==> config.mk <==
export PLATFORM = sky130hd
export DESIGN_NAME = kamacore_pipeline_chain
export DESIGN_NICKNAME = d
export VERILOG_FILES = /design/src/rtl/kamacore_pipeline_chain.sv
export SDC_FILE = /design/constraint.sdc
export NUM_CORES = 1
export LEC_CHECK = 0
export BUFFER_PORTS_ARGS = -buffer_cell sky130_fd_sc_hd__clkbuf_2
export CORE_UTILIZATION = 63
export DETAILED_ROUTE_END_ITERATION = 7
export GPL_TIMING_DRIVEN = 0
export HOLD_SLACK_MARGIN = 0.02
export PLACE_DENSITY = 0.83
export RECOVER_POWER = 100
export SYNTH_ARGS = -nofsm -noshare
export SYNTH_HDL_FRONTEND = slang
export SYNTH_SLANG_ARGS = --single-unit
==> constraint.sdc <==
create_clock -name clk -period 7.8 [get_ports clk]
set_input_delay 0.39 -clock clk [delete_from_list [all_inputs] [get_ports clk]]
set_output_delay 0.39 -clock clk [all_outputs]
set_load 0.02 [all_outputs]
==> src/rtl/kamacore_pipeline_chain.sv <==
// kamacore_pipeline_chain: valid/ready pipeline register chain with optional skid entries, per-slot kill and occupancy
module kamacore_pipeline_chain #(
  parameter int WIDTH  = 32,
  parameter int STAGES = 4,
  parameter int SKID   = 1,
  parameter int CNT_W  = $clog2(STAGES * (1 + SKID) + 1)
) (
  input  logic              clk,
  input  logic              rst,
  input  logic              hold,
  input  logic [STAGES-1:0] kill,
  input  logic              in_valid,
  output logic              in_ready,
  input  logic [WIDTH-1:0]  in_data,
  output logic              out_valid,
  input  logic              out_ready,
  output logic [WIDTH-1:0]  out_data,
  output logic [STAGES-1:0] slot_valid,
  output logic [CNT_W-1:0]  occupancy
);
  logic [STAGES-1:0] main_v_q, main_v_d, skid_v_q, skid_v_d;
  logic [WIDTH-1:0]  main_q [STAGES];
  logic [WIDTH-1:0]  skid_q [STAGES];
  logic [WIDTH-1:0]  up_d [STAGES];
  logic [STAGES:0]   rdy, go;
  logic              acc;
  logic [CNT_W-1:0]  occ_q, occ_d;
  // per-slot ready and transfer strobes; go[i] moves a word into slot i, go[STAGES] is the output handshake
  always_comb begin
    rdy = '0;
    go  = '0;
    rdy[STAGES] = out_ready;
    for (int i = 0; i < STAGES; i++)
      rdy[i] = SKID != 0 ? !skid_v_q[i] : out_ready || |(~main_v_q >> i);
    acc   = !hold && rdy[0];
    go[0] = in_valid && acc;
    for (int i = 1; i <= STAGES; i++) go[i] = main_v_q[i-1] && rdy[i] && !hold;
    up_d[0] = in_data;
    for (int i = 1; i < STAGES; i++) up_d[i] = main_q[i-1];
  end
  // next valids: main refills from skid first, then from upstream; kill wins over everything
  always_comb begin
    main_v_d = '0;
    skid_v_d = '0;
    for (int i = 0; i < STAGES; i++) begin
      main_v_d[i] = !kill[i] && ((!main_v_q[i] || go[i+1]) ? (skid_v_q[i] || go[i]) : 1'b1);
      skid_v_d[i] = SKID != 0 && !kill[i] && main_v_q[i] && !go[i+1] && (skid_v_q[i] || go[i]);
    end
    occ_d = CNT_W'($countones({main_v_d, skid_v_d}));
  end
  // valid and occupancy state, discarded asynchronously on reset
  always_ff @(posedge clk or negedge rst) begin
    if (!rst) begin
      main_v_q <= '0;
      skid_v_q <= '0;
      occ_q    <= '0;
    end else begin
      main_v_q <= main_v_d;
      skid_v_q <= skid_v_d;
      occ_q    <= occ_d;
    end
  end
  // payload registers load only when a word actually moves in, never reset
  always_ff @(posedge clk) begin
    for (int i = 0; i < STAGES; i++) begin
      if ((!main_v_q[i] || go[i+1]) && (skid_v_q[i] || go[i])) main_q[i] <= skid_v_q[i] ? skid_q[i] : up_d[i];
      if (main_v_q[i] && !go[i+1] && go[i]) skid_q[i] <= up_d[i];
    end
  end
  assign in_ready   = rst && acc;
  assign out_valid  = main_v_q[STAGES-1] && !hold;
  assign out_data   = main_q[STAGES-1];
  assign slot_valid = main_v_q | skid_v_q;
  assign occupancy  = occ_q;
endmodule

### Word level (Yosys, flattened, before mapping)

Memories as Yosys holds them, arrays and structs flattened.
Index checks and enable logic that the tools add are counted.

| cells by class | value |
|---|---|
| $add $sub $neg | 7 |
| multiplexer cells | 30 |
| bitwise operators | 1 |
| reductions and logical operators | 67 |

Operators by type and width:

| operator | number |
|---|---|
| 32-bit two-way mux | 6 |
| 32-bit OR reduction | 2 |
| 1-bit logical AND | 40 |
| 1-bit two-way mux | 22 |
| 1-bit zero test | 17 |
| 1-bit by 1-bit adder with 2-bit output | 4 |
| 1-bit logical OR | 8 |
| 2-bit by 2-bit adder with 3-bit output | 2 |
| 3-bit by 3-bit adder with 4-bit output | 1 |
| 2-bit two-way mux | 2 |
| 4-bit OR | 1 |

| storage, ports and cells | value |
|---|---|
| register bits after elaboration | 12 |
| memory bits (writable) | 256 |
| output and inout bits | 42 |
| logic and storage cells | 110 |
| memories | 2 |

Memory list:

| name | depth | width | rd ports | clocked after memory_dff | wr ports | RTL line | text |
|---|---|---|---|---|---|---|---|
| main_q | 4 | 32 | 4 | 0 | 4 | 22 | `logic [WIDTH-1:0] main_q [STAGES];` |
| skid_q | 4 | 32 | 4 | 0 | 2 | 23 | `logic [WIDTH-1:0] skid_q [STAGES];` |

### Depth between registers and ports, before layout

Gate-level depths: netlist (run 1).

| logic depth | value |
|---|---|
| depth after elaboration | 10 |
| gate-level depth with buffers | 13 |
| depth with buffers taken out | 12 |

### Least setup slack after synthesis (run 1)

No wires, ideal clock.

| timing | value |
|---|---|
| kind | flip-flop to flip-flop |
| start | register skid_v_q[1] |
| end | memory main_q[0][0] (enable) |
| setup time | 0.474 ns |
| data arrival time | 3.177 ns |
| required time | 7.326 ns |
| setup slack | 4.148 ns |
| stages on the path, launching flop included | 4 |
| buffers on the path | 2 |
| clock period less this slack | 3.652 ns |
| path through | dfrtp_1 buf_6 buf_6 a221oi_1 |

RTL lines:

| item | RTL line | text |
|---|---|---|
| from (decl) | 21 | `logic [STAGES-1:0] main_v_q, main_v_d, skid_v_q, skid_v_d;` |
| from (signal assigned) | 59 | `skid_v_q <= skid_v_d;` |
| to (decl) | 22 |  |

==> out/results.ini, run 1 <==
[setup_path]
r2r-end=skid_q[3][6]
crit_path_end=skid_q[3][6]
required_ns=7.93
max_stage_delay_ns=2.25
worstSetupEndpointType=register
startpoint_type=register
r2r-start=skid_v_q[3]
cp-startpoint=skid_v_q[3]
critPathMostFrequentCell=clkbuf_1
worstRegToRegCells=4
worstSetupPathType=reg -> reg
arrival_ns=4.56
slowest_stage=nor4b_1
cp_max_fo=18
worstPathCellList=clkbuf_1 -> clkbuf_1 -> nor4b_1 -> clkbuf_1
rrSetupSlack_ns=3.38

[yosys]
synth_seq_area_share_pct=79.7
synth_edf_count=256
synth.largest_area_cell=edfxtp_1
syn_avg_cell_area_sq_um=21.2
synthDistinctLibCells=28
syn-num-nets=520
postSynthCellCount=472
synth_top_area_share_pct=76.7
synth-seq-cells=268
yosysWarningCount=0
synthTopCellsByArea=edfxtp_1, mux2_2, dfrtp_1
async_flop_share_pct=4.48
synth_flop_cell=edfxtp_1
syn_area_sq_um=10000

[clock_tree]
cts_setup_buffers=0
h-tree-depth=1
clk_path_buf_depth=3
cts_tree=built
clock-root-buffer=clkbuf_16
cts-resized-gates=0
numCtsBuffers=26
clock_sinks=268
insertion_delay_ns=0.51
clk_pin_slew_ns=0.06

[routing]
num_vias=4440
wl_per_cell_microns=17.8
postRouteWirelength_mm=14.6
drtPass1Iterations=4
drc=0
postRouteAntennaNets=0
drt_iter0_markers=240
via_per_inst=5.39

[job]
cap_violations=1

[floorplanning]
fp.dieW_microns=128
start_util_pct=65.2
rows=45
core_sq_um=15400
dieHeight_microns=128
ioPinCount=83
die_area_sq_um=16400

[timing]
fin_skew_ns=0.0129
final.period_utilization_pct=56.7
setup_violations=0
rsz0062_at_grt=false
fin_crit_ns=4.42
maxSlewHeadroom_pct=-89.9
fin_tns_setup_ns=0
slew_violations=16
timing.final.ws_setup_ns=3.38
hold_viol=0
timing.fmax_mhz=226
worst_slew_pin_slew_ns=2.81

[placed_design]
placedCellCount=775
dp_hpwl_mm=9.76
pre_cts_ws_ns=4.12
globalplace.congestion=0.782
io_buffer_count=81

[status]
outcome=complete, but fails checks
failed_checks=max-capacitance violations, max-slew violations

[global_routing]
grt_pass1_vias=4621
grt_first_pass_wirelength_mm=23.7
grt_start_max_net_pins=24
grtUsageTotal_pct=18.7
overflow=0
antenna_found_initial=0

[power]
peakVddDrop_mv=0.193
leakagePower_nw=3.69
total_power_mw=2.80
power_density_nw_per_um2=247

[final_layout]
utilization_pct=73.7
nNetsFinal=641
area_delta_synth_final_pct=13.0
fin_cells=823
drive_gt1_share_pct=27.6
diodes=0

[hold_path]
hp-class=in -> reg

[power breakdown]
part	total, mW	internal [mW]	switching, mW
clock	1.14	0.661	0.484
sequential	1.60	1.59	0.00878
combinational	0.0549	0.0246	0.0303
[cells in the final DEF (no fill, tap or decap), drive strengths merged, types with 2 or more instances in the layout]
cell,netlist,routed
or3,2,2
inv,9,9
nor3,7,7
buf,17,2
dfrtp,12,12
nand2,2,2
clkinv,1,10
mux2,128,128
fa,4,4
clkbuf,0,144
nor2b,3,3
o21ai,4,4
or2,4,4
nand3,2,2
edfxtp,256,256
nor2,3,3
a21oi,9,9
ha,3,3
[flip-flops by register name, indices dropped and copies added, names as in the netlist]
name / cells
main_v_q: 4
skid_q: 128
occupancy: 4
skid_v_q: 4
main_q: 128
[cells in the mapped netlist (all sizes together), types with 2 or more instances]
cell type,instances
a21oi,9
buf,17
dfrtp,12
edfxtp,256
fa,4
ha,3
inv,9
mux2,128
nand2,2
nand3,2
nor2,3
nor2b,3
nor3,7
o21ai,4
or2,4
or3,2
[final cells by class]
type,instances,area (sq um)
sequential,268,7990
fill,878,4050
multi-input combinational,177,1800
clock buffer,37,743
timing repair buffer,93,370
tap,211,264
buffer,17,71.3
clock inverter,10,50.0
inverter,10,42.5
[cell families (layout without fill, tap and decap cells)]
group	count (synthesis)	after routing	synth area share, %
flip-flops	268	268	79.7
multiplexers	128	128	14.4
buffers and inverters	27	167	2.21
AND/OR/NAND/NOR	26	26	1.49
AO/OA/AOI/OAI	15	15	0.924
adder cells (fa/ha/maj)	7	7	1.17
XOR/XNOR	1	1	0.0874
[per-stage QoR]
step                      area [sq um]  hold WS (ns)
after floorplan                  10000        0.0944
final                            11300        0.0649
after CTS                        11700        0.0458
after global routing             11300        0.0509
after global placement           10700         0.283
after detailed placement         10900         0.294
[metal layers]
metal	wire [microns]	vias to the layer above	part of all wire, %	GRT usage, %
met5	0	-	0	0
li1	-	2093	-	-
met1	6820	2178	47	26.4
met4	415	0	2.8	7.40
met3	673	40	4.6	3.13
met2	6720	129	46	29.7
[critical path, delay by kind of cell (launching register included)]
family / cells / cell delay [ns]
buf+inv: 3 / 1.42
flops: 1 / 0.36
simple gates: 1 / 2.25
[what timing repair did]
item                                    4_1_cts  5_1_grt
hold endpoints to repair                     12        0
hold buffers                                  1        0
endpoints found under the setup margin        0        0
[worst min-delay path by stage]
stage	from	end	depth (start not counted)
2_1_floorplan	rst	main_v_q[0]	0
3_3_place_gp	rst	main_v_q[3]	1
3_5_place_dp	rst	skid_v_q[3]	1
4_1_cts	kill[0]	main_v_q[0]	2
5_1_grt	in_data[8]	skid_q[0][8]	1
6_report	in_data[8]	skid_q[0][8]	1
Power figures use the tool's default switching activity.
==> run 2, diff against run 1 <==
- CORE_UTILIZATION: 63 -> 53
- PLACE_DENSITY: 0.83 -> 0.75
- clock period: 7.8 -> 3.7 ns (I/O delays scaled with it)
==> run 2 against run 1 <==
Compared with the run above:
- the flow still finishes with violations (max-capacitance violations, max-slew violations)
- sequential power increased by 110%
- non-clock buffer count increased by 36
- core utilization decreased by 9.6 points
- maximum frequency increased by 25%
- cell area increased by 3.4%
- critical path depth increased by 9
- sequential share of layout area decreased by 2.3 points
- combinational power increased to 2.7 times the previous value
- cell count increased by 5.8%
- critical endpoint is now occupancy[1]
==> out/results.ini, run 2 (synthesized netlist as in run 1, its figures left out) <==
[status]
outcome=complete, but fails checks
failed_checks=max-capacitance violations, max-slew violations

[floorplanning]
core_sq_um=18300
die_area_sq_um=19500
dieHeight_microns=139
ioPinCount=83
start_util_pct=54.8
rows=49
fp.dieW_microns=139

[power]
power_density_nw_per_um2=495
total_power_mw=5.79
peakVddDrop_mv=0.363
leakagePower_nw=3.83

[timing]
fin_crit_ns=3.54
setup_violations=0
fin_skew_ns=0.00740
hold_viol=0
slew_violations=27
rsz0062_at_grt=false
maxSlewHeadroom_pct=-2.43
fin_tns_setup_ns=0
worst_slew_pin_slew_ns=1.53
final.period_utilization_pct=95.7
timing.fmax_mhz=282

[global_routing]
grtUsageTotal_pct=14.9
grt_first_pass_wirelength_mm=23.4
grt_pass1_vias=4606
grt_start_max_net_pins=24
antenna_found_initial=0
overflow=0

[routing]
via_per_inst=5.09
wl_met1_mm=6.54
postRouteAntennaNets=0
num_vias=4437
postRouteWirelength_mm=14.3
drt_iter0_markers=189
drc=0
top_layer=met4
met3WireLength_microns=751
wl_per_cell_microns=16.5
drtPass1Iterations=5
wl_met2_mm=6.77

[clock_tree]
cts_setup_buffers=0
insertion_delay_ns=0.51
clock-root-buffer=clkbuf_16
h-tree-depth=1
clk_path_buf_depth=3
cts_tree=built
numCtsBuffers=25
clock_sinks=268
clk_pin_slew_ns=0.06

[final_layout]
final_common_cell=edfxtp_1
top_regs=main_q x128, skid_q x128
utilization_pct=64.1
diodes=0
drive_gt1_share_pct=28.0
nNetsFinal=676
area_delta_synth_final_pct=16.8
seq_area_sq_um=7990
fillers=1294
multi_input_area_sq_um=1810
layout_common_cells=edfxtp_1, mux2_2, clkbuf_1, dlygate4sd3_1, clkbuf_16

[placed_design]
dp_hpwl_mm=9.71
globalplace.congestion=0.738
io_buffer_count=81

[setup_path]
worstSetupPathType=reg -> reg
cp_max_fo=10
required_ns=4.10
arrival_ns=3.94
startpoint_type=register
worstSetupEndpointType=register

[hold_path]
hp-class=in -> reg

[job]
cap_violations=1

[run 2: final timing paths]
| kind | startpoint | end | slack (ns) | depth (start not counted) |
|---|---|---|---|---|
| max in group asynchronous | rst | occupancy[0] | 2.99 | 2 |
| min reg2reg | main_q[2][20] | skid_q[3][20] | 0.44 | 0 |
| min in group asynchronous | rst | main_v_q[1] | 0.26 | 2 |
| max reg2reg | skid_v_q[0] | occupancy[1] | 0.16 | 13 |
| max | skid_v_q[0] | occupancy[1] | 0.16 | 13 |
| min | hold | skid_v_q[1] | 0.10 | 3 |
[run 2: per-layer routing]
layer	track usage, %	up-vias
met3	3.10	23
met4	4.97	0
met5	0	-
li1	-	2150
met2	24.5	100
met1	20.1	2164
[run 2: stage by stage]
| stage | hold slack (ns) | setup slack (ns) | cells | instance area, sq um |
|---|---|---|---|---|
| 4_1_cts | 0.0917 | 0.0167 | 871 | 12000 |
| 5_1_grt | 0.108 | 0.0558 | 871 | 11700 |
| 3_3_place_gp | 0.0811 | -0.638 | 782 | 10700 |
| 6_report | 0.104 | 0.159 | 871 | 11700 |
| 2_1_floorplan | -0.111 | 0.0484 | 472 | 10000 |
| 3_5_place_dp | 0.0882 | 0.0265 | 793 | 10900 |
[run 2: critical path: stages (launching register included)]
cell,delay [ns]
dfrtp_1,0.42
buf_6,0.17
buf_6,0.14
a21oi_1,0.17
a21oi_1,0.13
fa_1,0.51
inv_1,0.05
fa_1,0.47
inv_1,0.05
fa_1,0.49
ha_1,0.22
inv_1,0.07
fa_1,0.48
inv_1,0.05
[run 2: final cells by class]
class                           instances  area share [%]
Clock buffer                           30            5.51
Sequential cell                       268            68.2
Buffer                                 17            1.06
Clock inverter                         11           0.652
Tap cell                              229            2.45
Timing Repair Buffer                  129            6.24
Multi-Input combinational cell        177            15.5
Inverter                               10           0.363
[run 2: power by group]
part           internal (mW)  leakage [nW]  switching [mW]  total [mW]
logic                 0.0774         0.994          0.0691       0.146
registers               3.34          2.48          0.0180        3.36
clock network           1.30         0.354           0.983        2.28
[run 2: repair_timing]
action / 4_1_cts / 5_1_grt
hold endpoints to repair: 83 / 0
hold buffers: 37 / 0
resized for setup: 0 / 1
setup endpoints to repair: 0 / 2
